<file path="src/rtl/adder_tree_pkg.sv">
// Shared sizing helpers for the pipelined adder tree: level count, result width
// and the number of partial sums alive at each tree level.
package adder_tree_pkg;

  function automatic int clog2(input int n);
    int r;
    int v;
    r = 0;
    v = 1;
    while (v < n) begin
      v = v << 1;
      r++;
    end
    return r;
  endfunction

  // A single lane still gets one register stage, so depth never drops to zero.
  function automatic int calc_lvls(input int num_in);
    return (clog2(num_in) < 1) ? 1 : clog2(num_in);
  endfunction

  function automatic int calc_out_w(input int data_w, input int num_in);
    return data_w + clog2(num_in);
  endfunction

  function automatic int elem_cnt(input int num_in, input int lvl);
    return (num_in + (1 << lvl) - 1) >> lvl;
  endfunction

endpackage

</file>
<file path="src/rtl/pipelined_adder_tree_if.sv">
// Valid/ready bus of the adder tree; sat_out exists only when ADDER_TREE_SAT_EN
// is defined. master = upstream/downstream side, slave = the tree itself.
interface pipelined_adder_tree_if
  import adder_tree_pkg::*;
#(
  parameter int DATA_W = 32,
  parameter int NUM_IN = 4
);
  localparam int OUT_W = calc_out_w(DATA_W, NUM_IN);

  logic                     in_valid;
  logic                     in_ready;
  logic [DATA_W*NUM_IN-1:0] data_in;
  logic                     out_valid;
  logic                     out_ready;
  logic [OUT_W-1:0]         data_out;
`ifdef ADDER_TREE_SAT_EN
  logic                     sat_out;

  modport master (output in_valid, data_in, out_ready,
                  input  in_ready, out_valid, data_out, sat_out);
  modport slave  (input  in_valid, data_in, out_ready,
                  output in_ready, out_valid, data_out, sat_out);
`else
  modport master (output in_valid, data_in, out_ready,
                  input  in_ready, out_valid, data_out);
  modport slave  (input  in_valid, data_in, out_ready,
                  output in_ready, out_valid, data_out);
`endif
endinterface

</file>
<file path="src/rtl/adder_tree_level.sv">
// One registered level of the adder tree: pairwise adds with one bit of growth,
// odd leftover element passes through extended.
module adder_tree_level #(
  parameter int IN_W   = 32,
  parameter int IN_CNT = 4,
  parameter int SIGNED = 1,
  localparam int OUT_CNT = (IN_CNT + 1) / 2,
  localparam int OUT_W   = IN_W + 1
) (
  input  logic                     clk,
  input  logic                     rst,
  input  logic                     adv,
  input  logic                     in_vld,
  input  logic [IN_CNT*IN_W-1:0]   in_vec,
  output logic                     out_vld,
  output logic [OUT_CNT*OUT_W-1:0] out_vec
);

  logic [OUT_CNT*OUT_W-1:0] sum_w;
  logic [OUT_CNT*OUT_W-1:0] vec_d, vec_q;
  logic                     vld_d, vld_q;

  function automatic logic [OUT_W-1:0] extend(input logic [IN_W-1:0] x);
    return {(SIGNED != 0) ? x[IN_W-1] : 1'b0, x};
  endfunction

  for (genvar j = 0; j < OUT_CNT; j++) begin : g_elem
    logic [OUT_W-1:0] a_ext;
    logic [OUT_W-1:0] b_ext;
    assign a_ext = extend(in_vec[2*j*IN_W +: IN_W]);
    if (2*j + 1 < IN_CNT) begin : g_pair
      assign b_ext = extend(in_vec[(2*j+1)*IN_W +: IN_W]);
    end else begin : g_odd
      assign b_ext = '0;
    end
    assign sum_w[j*OUT_W +: OUT_W] = a_ext + b_ext;
  end

  // Data is not gated by valid: bubbles shift through like real beats.
  always_comb begin
    vec_d = vec_q;
    vld_d = vld_q;
    if (adv) begin
      vec_d = sum_w;
      vld_d = in_vld;
    end
  end

  always_ff @(posedge clk or posedge rst) begin
    if (rst) begin
      vec_q <= '0;
      vld_q <= 1'b0;
    end else begin
      vec_q <= vec_d;
      vld_q <= vld_d;
    end
  end

  assign out_vec = vec_q;
  assign out_vld = vld_q;

endmodule

</file>
<file path="src/rtl/pipelined_adder_tree.sv">
// Pipelined full-precision adder tree with a global stall; ADDER_TREE_SAT_EN adds
// an output clamp to the DATA_W range plus the sat_out flag.
module pipelined_adder_tree
  import adder_tree_pkg::*;
#(
  parameter int DATA_W = 32,
  parameter int NUM_IN = 4,
  parameter int SIGNED = 1
) (
  input logic                   clk,
  input logic                   rst,
  pipelined_adder_tree_if.slave bus
);

  localparam int LVLS  = calc_lvls(NUM_IN);
  localparam int OUT_W = calc_out_w(DATA_W, NUM_IN);
  localparam int FIN_W = DATA_W + LVLS;

  logic             adv;
  logic [FIN_W-1:0] fin_vec;
  logic             fin_vld;

  // Whole pipeline moves in lockstep; only the output register can stall it.
  assign adv          = !bus.out_valid || bus.out_ready;
  assign bus.in_ready = adv;

  for (genvar n = 1; n <= LVLS; n++) begin : g_lvl
    localparam int IW = DATA_W + n - 1;
    localparam int IC = elem_cnt(NUM_IN, n - 1);
    localparam int OC = elem_cnt(NUM_IN, n);

    logic [IC*IW-1:0]     vin;
    logic                 vin_vld;
    logic [OC*(IW+1)-1:0] vec;
    logic                 vld;

    if (n == 1) begin : g_src
      assign vin     = bus.data_in;
      assign vin_vld = bus.in_valid;
    end else begin : g_chain
      assign vin     = g_lvl[n-1].vec;
      assign vin_vld = g_lvl[n-1].vld;
    end

    adder_tree_level #(
      .IN_W   (IW),
      .IN_CNT (IC),
      .SIGNED (SIGNED)
    ) u_level (
      .clk     (clk),
      .rst     (rst),
      .adv     (adv),
      .in_vld  (vin_vld),
      .in_vec  (vin),
      .out_vld (vld),
      .out_vec (vec)
    );

    if (n == LVLS) begin : g_last
      assign fin_vec = vec;
      assign fin_vld = vld;
    end
  end

  assign bus.out_valid = fin_vld;

`ifdef ADDER_TREE_SAT_EN
  localparam logic [FIN_W-1:0] SMAX = {{(FIN_W-DATA_W+1){1'b0}}, {(DATA_W-1){1'b1}}};
  localparam logic [FIN_W-1:0] SMIN = {{(FIN_W-DATA_W+1){1'b1}}, {(DATA_W-1){1'b0}}};
  localparam logic [FIN_W-1:0] UMAX = {{(FIN_W-DATA_W){1'b0}}, {DATA_W{1'b1}}};

  logic [FIN_W-1:0] clamped;
  logic             clip;

  // Clamp is combinational after the final register, so latency is unchanged
  // and the held output stays stable during a stall.
  always_comb begin
    clamped = fin_vec;
    clip    = 1'b0;
    if (SIGNED != 0) begin
      if ($signed(fin_vec) > $signed(SMAX)) begin
        clamped = SMAX;
        clip    = 1'b1;
      end else if ($signed(fin_vec) < $signed(SMIN)) begin
        clamped = SMIN;
        clip    = 1'b1;
      end
    end else if (fin_vec > UMAX) begin
      clamped = UMAX;
      clip    = 1'b1;
    end
  end

  assign bus.data_out = clamped[OUT_W-1:0];
  assign bus.sat_out  = fin_vld && clip;
`else
  assign bus.data_out = fin_vec[OUT_W-1:0];
`endif

endmodule

</file>
<file path="src/flat_wrapper.sv">
// flat-port wrapper written by rule: the top's interface ports become plain ports
module pipelined_adder_tree_flat import adder_tree_pkg::*;
#(
  parameter int DATA_W = 32,
  parameter int NUM_IN = 4,
  parameter int SIGNED = 1
)
  (clk, rst, bus_in_valid, bus_data_in, bus_out_ready, bus_in_ready, bus_out_valid, bus_data_out);
  pipelined_adder_tree_if #(.DATA_W(DATA_W), .NUM_IN(NUM_IN)) bus_i ();
  input logic clk;
  input logic rst;
  input wire logic [$bits(bus_i.in_valid)-1:0] bus_in_valid;
  input wire logic [$bits(bus_i.data_in)-1:0] bus_data_in;
  input wire logic [$bits(bus_i.out_ready)-1:0] bus_out_ready;
  output wire logic [$bits(bus_i.in_ready)-1:0] bus_in_ready;
  output wire logic [$bits(bus_i.out_valid)-1:0] bus_out_valid;
  output wire logic [$bits(bus_i.data_out)-1:0] bus_data_out;
  assign bus_i.in_valid = bus_in_valid;
  assign bus_i.data_in = bus_data_in;
  assign bus_i.out_ready = bus_out_ready;
  assign bus_in_ready = bus_i.in_ready;
  assign bus_out_valid = bus_i.out_valid;
  assign bus_data_out = bus_i.data_out;
  pipelined_adder_tree #(.DATA_W(DATA_W), .NUM_IN(NUM_IN), .SIGNED(SIGNED)) u_core (.clk(clk), .rst(rst), .bus(bus_i));
endmodule
</file>
<file path="config.mk">
export PLATFORM = sky130hd
export DESIGN_NAME = pipelined_adder_tree_flat
export DESIGN_NICKNAME = d
export VERILOG_FILES = /design/src/rtl/adder_tree_pkg.sv /design/src/rtl/pipelined_adder_tree_if.sv /design/src/rtl/adder_tree_level.sv /design/src/rtl/pipelined_adder_tree.sv /design/src/flat_wrapper.sv
export SDC_FILE = /design/constraint.sdc
export NUM_CORES = 1
export LEC_CHECK = 0
export ABC_CLOCK_PERIOD_IN_PS = 3810
export CAP_MARGIN = 30
export CORE_UTILIZATION = 48
export DETAILED_ROUTE_END_ITERATION = 7
export GPL_ROUTABILITY_DRIVEN = 0
export PLACE_DENSITY = 0.8
export SLEW_MARGIN = 20
export SYNTH_ARGS = -nofsm -noshare
export SYNTH_HDL_FRONTEND = slang
export SYNTH_SLANG_ARGS = --single-unit
</file>
<file path="constraint.sdc">
create_clock -name clk -period 3.81 [get_ports clk]
set_input_delay 1.143 -clock clk [delete_from_list [all_inputs] [get_ports clk]]
set_output_delay 1.143 -clock clk [all_outputs]
set_load 0.02 [all_outputs]
</file>
==> impl_results.md, run 1 <==
* Placed Instances at roughly 1500
* Tmin final at 3800 ps
* Final Hold Fails at 0
* Worst EP arrival at 4000 ps
* Share of cells above drive strength 1 at 0.130
* Initial Util at 0.488
* Setup crit end kind: flip-flop
* Crit Path Max Fanout at 3
* Hold slack at between 400 and 500 ps
* Row count at 48
* Req. time, crit path at about 4000 ps
* Max-cap violations at 0
* Pre-Repair DR Iteration Count at 5
* Kind of critical path: in -> reg
* FF+latch count, synth at about 100
* Die ar. at between 0.015 and 0.02 mm²
* Antenna cells at 0
* Post-Route WL at about 23 mm
* Total gr overflow at 0
* Gr usage total at 0.252
* Largest net degree at the start of global routing at 143
* Post-place setup slack at -615 ps
* Share of the synthesized area in the top cell type at 0.303
* Syn-to-layout area delta at 37.1%
* Final setup skew at 8.50 ps
* CTS tree: done
* Top cells by area, synth: dfrtp_1 30%, ha_1 14%, a21oi_1 7.9%
* Core area at between 0.015 and 0.02 mm²
* Max_slew headroom at 0.516
* CTS H-tree depth at 3
* First-pass GRT wire length at 37.3 mm
* Clk Tree Root Cell: clkbuf_16
* Slew Viols, Final at 0
* Die height at between 100 and 150 µm
* Reg clk slew, reported paths at about 70 ps
* Outcome: complete, no violations
* Power density cells at 525 mW/mm²
* Mapped cell area at 0.00842 mm²
* Total CTS buffers at 9
* Peak supply drop at 0.000346 V
* Number of I/O pins at 168
* CTS Sinks at 102
* Yosys Warn Count at 0
* Detailed-route via count at 8410
* Die Width at 134 µm
* Mapped Cells at between 1000 and 1500
* Maximum clock rate at 263 MHz
* Routed len/inst at ~15 µm
* Reg2reg end: u_core.g_lvl[2].u_level.out_vec[32]
* Synth cell types at 68
* Clock latency on the worst-skew pair at 350 ps
* Critical path launch point type: primary input
* Syn nets at 1237
* EDFF count, synth at 0
* Final core area utilization at 0.670
* Hold_sp: u_core.g_lvl[1].u_level.out_vld
* Endpoints failing setup at 0
* Routed Antenna Nets at 0
* 1st-iter DRT viols at about 570
* Sequential share of the synthesized area at 0.303
* CTS max path bufs at 2
* Least-Margin Pin Slew at between 700 and 800 ps
* Leakage at 5.17 nW
* Worst R2R Start: u_core.g_lvl[1].u_level.out_vec[0]
* Vias in the first global route at a little under 8000
* Final WS setup at between 10 and 15 ps
* Post-detail-place hpwl at 17.4 mm
* Syn avg cell area at 8.38 µm²
* Hold_buf cts at 0
* Hold path depth at 2
* Vias per cell at 5.69
* Cell accounting for the most synthesized area: dfrtp_1
* R2R cell count at 12
* # port buffers at 167
* Hold EP: u_core.g_lvl[1].u_level.out_vld
* Initial antenna violation count at 0
* Async S/R FF share, synth at 1.00
* Flop-to-flop setup slack at approximately 540 ps
* Dominant synthesized flop cell: dfrtp_1
* Final non-filler cell total at 1479
* Drc violations at 0
* Nets@finish at 1481
* Final Cycle Share at 0.997
* Class of the most critical hold timing path: reg -> reg
==> report_power, final <==
group	internal [W]	switching, W
Sequential	0.00145	0.000220
Clock	0.000513	0.000409
Combinational	0.00161	0.00186
==> cells in the final DEF, fill, tap and decap left out, drive strengths merged, types with 12 or more instances in the layout <==
master         netlist  final
xor2                33     33
nand4               12     12
o21ai               75     75
nor3                14     14
a21oi              133    133
nand2               89     89
dfrtp              102    102
nor2               105    105
clkdlybuf4s50        0    159
a21o                48     48
o21bai              16     16
ha                  97     97
xnor2               44     44
inv                 32     33
o211ai              12     12
nand3               17     17
nor2b               12     12
a211oi              15     15
a31oi               12     12
buf                  0    104
==> cells by family (layout without fill, tap and decap cells) <==
kind of cell,Yosys count,after routing,synth area share
DFF,102,102,0.303
buffers and inverters,71,320,0.0317
muxes,2,2,0.00253
and+or+nand+nor,291,291,0.159
xor gates and xnor gates,77,77,0.0801
adders and majority gates,100,100,0.151
AOI/OAI and AO/OA,362,362,0.272
==> sequential cells by signal (all words and copies together) (netlist names) <==
name	count
u_core.g_lvl.u_level.out_vld	2
u_core.g_lvl.u_level.out_vec	100
==> metrics by stage <==
stage               total power, W  TNS (ps)  area, µm²
floorplan                  0.00388         0       8420
global placement           0.00498     -8140      11000
detailed placement         0.00506     -9260      11000
CTS                        0.00601         0      11300
global route               0.00653      -204      11500
finish                     0.00606         0      11500
==> how the worst max path moves through the flow <==
| stage | cells past startpoint | slack, ps | start | endpoint |
|---|---|---|---|---|
| after global routing | 13 | -90 | bus_data_in[0] | u_core.g_lvl[1].u_level.out_vec[20] |
| after CTS | 13 | 8 | bus_data_in[0] | u_core.g_lvl[1].u_level.out_vec[31] |
| final | 13 | 10 | bus_data_in[0] | u_core.g_lvl[1].u_level.out_vec[20] |
| after floorplan | 11 | 200 | bus_data_in[9] | u_core.g_lvl[1].u_level.out_vec[31] |
| after global placement | 13 | -510 | bus_data_in[0] | u_core.g_lvl[1].u_level.out_vec[30] |
| after detailed placement | 13 | -610 | bus_data_in[0] | u_core.g_lvl[1].u_level.out_vec[30] |
==> layout make-up <==
type / count / area [µm²]
clock buffer: 10 / 229
clock inverter: 6 / 70.1
multi-input combinational: 832 / 5780
fill: 1365 / 5690
timing repair buffer: 271 / 2500
tap: 225 / 282
sequential: 102 / 2550
inverter: 33 / 130
==> routing by layer <==
metal / GRT usage / part of all wire / vias up
met4: 0.0605 / 0.015 / 0
li1: - / - / 4130
met3: 0.0261 / 0.054 / 26
met5: 0 / 0 / -
met1: 0.381 / 0.49 / 3956
met2: 0.384 / 0.44 / 298
==> synthesized netlist by cell type (3+ instances only) <==
cell,instances
and3_1,3
clkbuf_1,38
a21oi_1,133
nand4b_1,3
o221ai_1,3
a311oi_1,3
nor2_1,105
nor3b_1,7
nand2b_1,7
a21o_1,48
nor3_1,14
o31ai_1,10
inv_1,32
o21bai_1,16
nand2_1,89
a31oi_1,12
a2111oi_0,3
a211oi_1,14
dfrtp_1,102
or3_1,5
nand3_1,17
or2_2,4
fa_1,3
nor2b_1,12
o21a_1,6
xor2_1,33
o21ai_0,74
ha_1,97
o211ai_1,12
nand4_1,11
and2_1,3
xnor2_1,44
==> timing repair <==
item / CTS / global route
setup endpoints to repair: 11 / 23
buffers inserted: 1 / 6
pin swaps: 5 / 24
gates resized for setup: 8 / 31
==> worst max-delay path: stages <==
cell and delay, ps:
clkdlybuf4s50_1 400, ha_1 230, fa_1 420, a21oi_2 170
o211ai_1 160, o21ai_0 190, buf_4 140, nand3_1 90
a311o_1 390, a21oi_2 240, o21bai_1 150, xnor2_1 180
a21oi_1 100
Power figures use the tool's default switching activity.
==> run 2: changes to the inputs <==
--- a/config.mk
+++ b/config.mk
@@ -7,11 +7,12 @@
 export LEC_CHECK = 0
 export ABC_CLOCK_PERIOD_IN_PS = 3810
 export CAP_MARGIN = 30
-export CORE_UTILIZATION = 48
+export CORE_UTILIZATION = 49
 export DETAILED_ROUTE_END_ITERATION = 7
 export GPL_ROUTABILITY_DRIVEN = 0
 export PLACE_DENSITY = 0.8
 export SLEW_MARGIN = 20
 export SYNTH_ARGS = -nofsm -noshare
 export SYNTH_HDL_FRONTEND = slang
+export SYNTH_HIERARCHICAL = 1
 export SYNTH_SLANG_ARGS = --single-unit
==> constraint.sdc (replaced) <==
create_clock -name clk -period 3.81 [get_ports clk]
set_input_delay 0.5715 -clock clk [delete_from_list [all_inputs] [get_ports clk]]
set_output_delay 0.5715 -clock clk [all_outputs]
set_load 0.02 [all_outputs]
==> run 2 against run 1 <==
  * The flow now finishes with violations (design-rule violations)
  * Sequential share of layout area rose by 0.49 points
  * Critical path depth fell by 3
  * Count of clock-buffer cells in the layout fell by 1
  * Die area rose by 7.2%
  * Via count rose by 2.5%
  * First-iteration DRC count rose by 36%
  * Global-route usage barely moved
  * Register-to-register slack improved by 290 ps
  * Worst hold slack improved by 27 ps
  * Synthesized cell count rose by 4.3%
  * Cell count fell by 4.4%
  * Largest cell class unchanged
==> impl_results.md, run 2 <==
* Crit Path Max Fanout at 4 (was 3)
* Maximum clock rate at 318 MHz (was 263 MHz)
* Yosys Warn Count at 6 (was 0)
* CP max-delay cell: fa_1 (unchanged)
* Post-Route WL at 24.0 mm (was 22.5 mm)
* Hold slack at 487 ps (was 460 ps)
* Routed Antenna Nets at 0 (unchanged)
* Most frequent cells in the layout: 167 x clkdlybuf4s50_1, 114 x a21oi_1, 102 x dfrtp_1 (was 159 x clkdlybuf4s50_1, 128 x a21oi_1, 105 x nor2_1)
* Clock latency on the worst-skew pair at 360 ps (was 350 ps)
* Post_cts resized at 0 (was 8)
* Mapped Cells at 1048 (was 1005)
* Most used cell, CP: a211oi_2 (was a21oi_2)
* Die ar. at 0.0194 mm² (was 0.0181 mm²)
* Most common cell after layout, fill and taps aside: clkdlybuf4s50_1 (unchanged)
* Sequential share of the synthesized area at 0.277 (was 0.303)
* Power density cells at 583 mW/mm² (was 525 mW/mm²)
* Tmin final at 3140 ps (was 3800 ps)
* Peak supply drop at 0.000257 V (was 0.000346 V)
* Hold_buf cts at 0 (unchanged)
* Number of I/O pins at 168 (unchanged)
* Cell accounting for the most synthesized area: dfrtp_1 (unchanged)
* Req. time, crit path at 4100 ps (was 4010 ps)
* Clk Tree Root Cell: clkbuf_16 (unchanged)
* Routed len/inst at 17.0 µm (was 15.2 µm)
* CTS H-tree depth at 3 (unchanged)
* First-pass GRT wire length at 39.9 mm (was 37.3 mm)
* Slew Viols, Final at 0 (unchanged)
* Failing checks: design-rule violations
* Least-Margin Pin Slew at 668 ps (was 726 ps)
* CTS tree: done (unchanged)
* Initial Util at 0.507 (was 0.488)
* Async S/R FF share, synth at 1.00 (unchanged)
* Top cells by area, synth: dfrtp_1 28%, ha_1 13%, mux2_2 7.9% (was dfrtp_1 30%, ha_1 14%, a21oi_1 7.9%)
* Setup TNS at 0 ps (unchanged)
* Worst EP arrival at 3430 ps (was 4000 ps)
* Endpoints failing setup at 0 (unchanged)
* Vias per cell at 6.09 (was 5.69)
* Max_slew headroom at 0.554 (was 0.516)
* 1st-iter DRT viols at 771 (was 565)
* Critical path launch point type: primary input (unchanged)
* Die Width at 139 µm (was 134 µm)
* Buf/Inv on CP at 1 (was 2)
* Kind of critical path: in -> reg (unchanged)
* Drc violations at 4 (was 0)
* Reg clk slew, reported paths at 70 ps (about the same)
* Mapped cell area at 0.00922 mm² (was 0.00842 mm²)
* EDFF count, synth at 0 (unchanged)
* Largest net degree at the start of global routing at 89 (was 143)
* CP Cell Sequence: clkdlybuf4s50_1 -> ha_1 -> fa_1 -> a211oi_2 -> o211ai_2 -> a211oi_2 -> o31ai_2 -> a311o_1 -> or3_1 -> nand3_1 (was clkdlybuf4s50_1 -> ha_1 -> fa_1 -> a21oi_2 -> o211ai_1 -> o21ai_0 -> buf_4 -> nand3_1 -> a311o_1 -> a21oi_2 -> o21bai_1 -> xnor2_1 -> a21oi_1)
* Synth cell count leaders: 114 x a21oi_1, 102 x dfrtp_1, 97 x ha_1 (was 133 x a21oi_1, 105 x nor2_1, 102 x dfrtp_1)
* Final Hold Fails at 0 (unchanged)
* Leakage at 4.75 nW (was 5.17 nW)
* Share of the synthesized area in the top cell type at 0.277 (was 0.303)
* Gr usage total at 0.252 (about the same)
* Final core area utilization at 0.620 (was 0.670)
* Syn-to-layout area delta at 22.5% (was 37.1%)
* Row count at 49 (was 48)
* Synth cell types at 78 (was 68)
* Flop-to-flop setup slack at 830 ps (was 540 ps)
* CP max stage delay at 440 ps (was 420 ps)
* Syn avg cell area at 8.80 µm² (was 8.38 µm²)
* Core area at 0.0182 mm² (was 0.0172 mm²)
* Top-count cell post-synth: a21oi_1 (unchanged)
* CTS max path bufs at 2 (unchanged)
* Flip-flop count of the largest register after layout at 100 (unchanged)
* Vias in the first global route at 8182 (was 7808)
* FF+latch count, synth at 102 (unchanged)
* Initial antenna violation count at 0 (unchanged)
* Total gr overflow at 0 (unchanged)
* Syn nets at 1280 (was 1237)
* CP top delay family: compound AO/OA/AOI/OAI gates (unchanged)
* Detailed-route via count at 8617 (was 8410)
* Outcome: finished with violations (was complete, no violations)
* Final setup skew at 9.54 ps (was 8.50 ps)
* Nets@finish at 1412 (was 1481)
* Final Cycle Share at 0.825 (was 0.997)
* Die height at 139 µm (was 134 µm)
* Pre-Repair DR Iteration Count at 8 (was 5)
* Post-detail-place hpwl at 19.2 mm (was 17.4 mm)
* RSZ-0062 raised after global routing: false
* CTS Sinks at 102 (unchanged)
* Dominant synthesized flop cell: dfrtp_1 (unchanged)
* Setup bufs post-CTS at 0 (was 1)
* Setup crit end kind: flip-flop (unchanged)
* Class of the most critical hold timing path: reg -> reg (unchanged)
* Max-cap violations at 0 (unchanged)
* Total CTS buffers at 9 (unchanged)
* Antenna cells at 0 (unchanged)
* # port buffers at 167 (unchanged)
* Share of cells above drive strength 1 at 0.0970 (was 0.130)
-- run 2: layer usage --
layer  global-route usage  vias up  wire length [µm]
li1                     -     4154                 -
met1                0.344     4051             10700
met2                0.422      373             11300
met3               0.0218       39              1620
met4               0.0766        0               387
met5                    0        -                 0
-- run 2: cells by family after synthesis --
| family | Yosys count | share of synthesized area |
|---|---|---|
| AO/OA/AOI/OAI | 338 | 0.242 |
| flip-flops | 102 | 0.277 |
| buffers and inverters | 78 | 0.0372 |
| multiplexers | 70 | 0.0848 |
| adder cells (fa/ha/maj) | 100 | 0.138 |
| AND/OR/NAND/NOR | 288 | 0.153 |
| XOR/XNOR | 72 | 0.0684 |
-- run 2: tightest hold or removal path: stages, from the launching register on --
cell	delay (ps)
dfrtp_1	350
nand2_1	50
o21ai_0	50
-- run 2: stage by stage --
step,setup WS [ps],instances,power [W],instance area (µm²)
after global placement,343,1397,0.00553,11000
after detailed placement,307,1397,0.00564,11000
after floorplan,911,1048,0.00452,9220
final,666,1414,0.00658,11300
after CTS,665,1413,0.00656,11300
after global routing,493,1414,0.00706,11300
-- run 2: worst paths after layout --
check | start | end | cells after the start
max | bus_data_in[32] | u_core/g_lvl[1].u_level/out_vec[28] | 10
min | u_core/g_lvl[2].u_level/out_vec[19] | u_core/g_lvl[2].u_level/out_vec[19] | 2
max reg2reg | u_core/g_lvl[1].u_level/out_vec[0] | u_core/g_lvl[2].u_level/out_vec[24] | 11
min reg2reg | u_core/g_lvl[2].u_level/out_vec[19] | u_core/g_lvl[2].u_level/out_vec[19] | 2
max in group asynchronous | rst | u_core/g_lvl[1].u_level/out_vec[21] | 3
min in group asynchronous | rst | u_core/g_lvl[1].u_level/out_vec[33] | 2
-- run 2: final cells by class --
| type | instances | area [µm²] |
|---|---|---|
| Sequential cell | 102 | 2550 |
| Timing Repair Buffer | 172 | 1730 |
| Clock buffer | 9 | 225 |
| Fill cell | 1532 | 6910 |
| Inverter | 27 | 101 |
| Tap cell | 229 | 287 |
| Clock inverter | 7 | 58.8 |
| Multi-Input combinational cell | 868 | 6340 |
-- run 2: where the power goes --
| part | switching, W | total, W | internal [W] | leakage (nW) |
|---|---|---|---|---|
| logic | 0.00206 | 0.00392 | 0.00186 | 3.43 |
| clock network | 0.000429 | 0.000880 | 0.000451 | 0.133 |
| registers | 0.000282 | 0.00178 | 0.00150 | 1.19 |
| total | 0.00278 | 0.00658 | 0.00380 | 4.75 |
==> run 3: changes to the inputs <==
--- a/config.mk
+++ b/config.mk
@@ -5,7 +5,7 @@
 export SDC_FILE = /design/constraint.sdc
 export NUM_CORES = 1
 export LEC_CHECK = 0
-export ABC_CLOCK_PERIOD_IN_PS = 3810
+export ABC_CLOCK_PERIOD_IN_PS = 2700
 export CAP_MARGIN = 30
 export CORE_UTILIZATION = 49
 export DETAILED_ROUTE_END_ITERATION = 7
==> constraint.sdc (replaced) <==
create_clock -name clk -period 2.7 [get_ports clk]
set_input_delay 0.405 -clock clk [delete_from_list [all_inputs] [get_ports clk]]
set_output_delay 0.405 -clock clk [all_outputs]
set_load 0.02 [all_outputs]
==> run 3 against run 2 <==
  * The flow still finishes with violations (design-rule violations)
  * Critical path depth did not move
  * Final area grew 11%
  * Non-clock buffer count is 150 higher
  * Register-to-register slack lost 770 ps
  * Clock power up 50%
  * Worst setup slack got worse by 610 ps
  * Highest routed layer unchanged
==> impl_results.md, run 3 (synthesis results as in run 2) <==
* Crit Path Max Fanout at 3 (was 4)
* CTS Sinks at 102 (unchanged)
* Least-Margin Pin Slew at 513 ps (was 668 ps)
* # port buffers at 167 (unchanged)
* Post-detail-place hpwl at 21.1 mm (was 19.2 mm)
* Kind of critical path: in -> reg (unchanged)
* Endpoints failing setup at 0 (unchanged)
* Post-Route WL at 26.0 mm (was 24.0 mm)
* Placed Area at 0.0121 mm² (was 0.0110 mm²)
* Most frequent cells in the layout: 161 x clkdlybuf4s50_1, 155 x buf_4, 110 x a21oi_1 (was 167 x clkdlybuf4s50_1, 114 x a21oi_1, 102 x dfrtp_1)
* Fillers at 1397 (was 1532)
* Largest net degree at the start of global routing at 37 (was 89)
* Hold_buf cts at 0 (unchanged)
* CP max stage delay at 440 ps (about the same)
* Tmin final at 2640 ps
* Max-cap violations at 0 (unchanged)
* Gr usage total at 0.268 (was 0.252)
* Detailed-route via count at 9178 (was 8617)
* CP max-delay cell: clkdlybuf4s50_1 (was fa_1)
* Syn-to-layout area delta at 36.2% (was 22.5%)
* Routed Antenna Nets at 0 (unchanged)
* Total CTS buffers at 9 (unchanged)
* Outcome: finished with violations (unchanged)
* CTS max path bufs at 2 (unchanged)
* Most common cell after layout, fill and taps aside: clkdlybuf4s50_1 (unchanged)
* Total gr overflow at 0 (unchanged)
* Post-place setup slack at -588 ps (was 307 ps)
* Initial antenna violation count at 1 (was 0)
* Total chip power at 0.00980 W (was 0.00658 W)
* Core area at 0.0182 mm² (unchanged)
* 1st-iter DRT viols at 615 (was 771)
* Row count at 49 (unchanged)
* CTS H-tree depth at 3 (unchanged)
* Power density cells at 780 mW/mm² (was 583 mW/mm²)
* Die height at 139 µm (unchanged)
* First-pass GRT wire length at 42.4 mm (was 39.9 mm)
* Final cell area excluding filler cells at 0.0126 mm² (was 0.0113 mm²)
* Reg clk slew, reported paths at 70 ps (about the same)
* Nets@finish at 1562 (was 1412)
* Die Width at 139 µm (unchanged)
* Setup crit end kind: flip-flop (unchanged)
* Pre-Repair DR Iteration Count at 8 (unchanged)
* Flip-flop count of the largest register after layout at 100 (unchanged)
* Slew Viols, Final at 0 (unchanged)
* Clock latency on the worst-skew pair at 350 ps (was 360 ps)
* Final WS setup at 60.0 ps (was 666 ps)
* Share of cells above drive strength 1 at 0.217 (was 0.0970)
* CP startpoint: bus_data_in[70] (was bus_data_in[32])
* Clk Tree Root Cell: clkbuf_16 (unchanged)
* Number of I/O pins at 168 (unchanged)
* Final setup skew at 8.23 ps (was 9.54 ps)
* Req. time, crit path at 2930 ps (was 4100 ps)
* Maximum clock rate at 379 MHz
* CTS tree: done (unchanged)
* Final Cycle Share at 0.978
* Vias in the first global route at 8843 (was 8182)
* CP Cell Sequence: clkdlybuf4s50_1 -> ha_1 -> a21oi_1 -> o211ai_1 -> nand4_1 -> a31oi_1 -> buf_4 -> a41oi_2 -> xnor2_1 -> mux2_2 (was clkdlybuf4s50_1 -> ha_1 -> fa_1 -> a211oi_2 -> o211ai_2 -> a211oi_2 -> o31ai_2 -> a311o_1 -> or3_1 -> nand3_1)
* Failing checks: design-rule violations (unchanged)
* Leakage at 5.53 nW (was 4.75 nW)
* Drc violations at 5 (was 4)
* Die ar. at 0.0194 mm² (unchanged)
* Class of the most critical hold timing path: in -> async (was reg -> reg)
* Initial Util at 0.507 (unchanged)
* Max_slew headroom at 0.654 (was 0.554)
* Worst EP arrival at 2870 ps (was 3430 ps)
* Final Hold Fails at 0 (unchanged)
* Vias per cell at 5.86 (was 6.09)
* Worst R2R Start: u_core/g_lvl[1].u_level/out_vec[12] (was u_core/g_lvl[1].u_level/out_vec[0])
* Critical path launch point type: primary input (unchanged)
* Routed len/inst at 16.6 µm (was 17.0 µm)
* Peak supply drop at 0.000362 V (was 0.000257 V)
-- run 3: path summary, 6_finish.rpt --
check                                                 endpoint  slack, ps  cells past startpoint
max                        u_core/g_lvl[1].u_level/out_vec[60]         60                     10
min                        u_core/g_lvl[1].u_level/out_vec[33]        250                      2
max reg2reg                u_core/g_lvl[2].u_level/out_vec[25]         60                      9
min reg2reg                u_core/g_lvl[2].u_level/out_vec[19]        480                      2
max in group asynchronous  u_core/g_lvl[2].u_level/out_vec[27]       1850                      3
min in group clk            u_core/g_lvl[1].u_level/out_vec[0]        450                      3
-- run 3: what timing repair did --
action                                  in CTS  in global routing
endpoints found under the setup margin      12                 39
gates resized for setup                      9                 41
buffers inserted                             2                  4
pin swaps                                   12                 24
-- run 3: critical path, delay by kind of cell --
family | cells | cell delay (ps)
compound gates | 4 | 950
simple gates | 1 | 190
buf+inv | 2 | 600
xor+xnor | 1 | 120
mux | 1 | 270
fa+ha+maj | 1 | 340
-- run 3: power breakdown --
| group | total, W | leakage [nW] | internal (W) | switching [W] |
|---|---|---|---|---|
| combinational | 0.00596 | 4.20 | 0.00292 | 0.00304 |
| sequential | 0.00251 | 1.19 | 0.00211 | 0.000401 |
| clock | 0.00132 | 0.143 | 0.000750 | 0.000573 |
-- run 3: final cells by class --
| cell class | instances | area, µm² | share of cell area |
|---|---|---|---|
| clock buffer | 12 | 246 | 0.0196 |
| clock inverter | 4 | 55.1 | 0.00438 |
| tap | 229 | 287 | 0.0228 |
| timing repair buffer | 322 | 2830 | 0.225 |
| inverter | 27 | 101 | 0.00807 |
| multi-input combinational | 868 | 6490 | 0.517 |
| sequential | 102 | 2550 | 0.203 |
| antenna | 1 | 2.50 | 0.000199 |
-- run 3: per-stage QoR --
step / cells / utilization / setup TNS [ps] / hold WS, ps
floorplan: 1048 / - / 0 / 456
global placement: 1542 / 0.663 / -9240 / 467
detailed placement: 1542 / 0.663 / -11460 / 475
CTS: 1560 / 0.681 / 0 / 242
global route: 1565 / 0.690 / -74.5 / 266
finish: 1565 / 0.690 / 0 / 247
-- run 3: routing by layer --
metal  track usage  wire, µm  vias to the layer above
li1              -         -                     4457
met4        0.0982       741                        0
met1         0.358     11400                     4290
met5             0         0                        -
met3        0.0304      1580                       62
met2         0.446     12300                      369
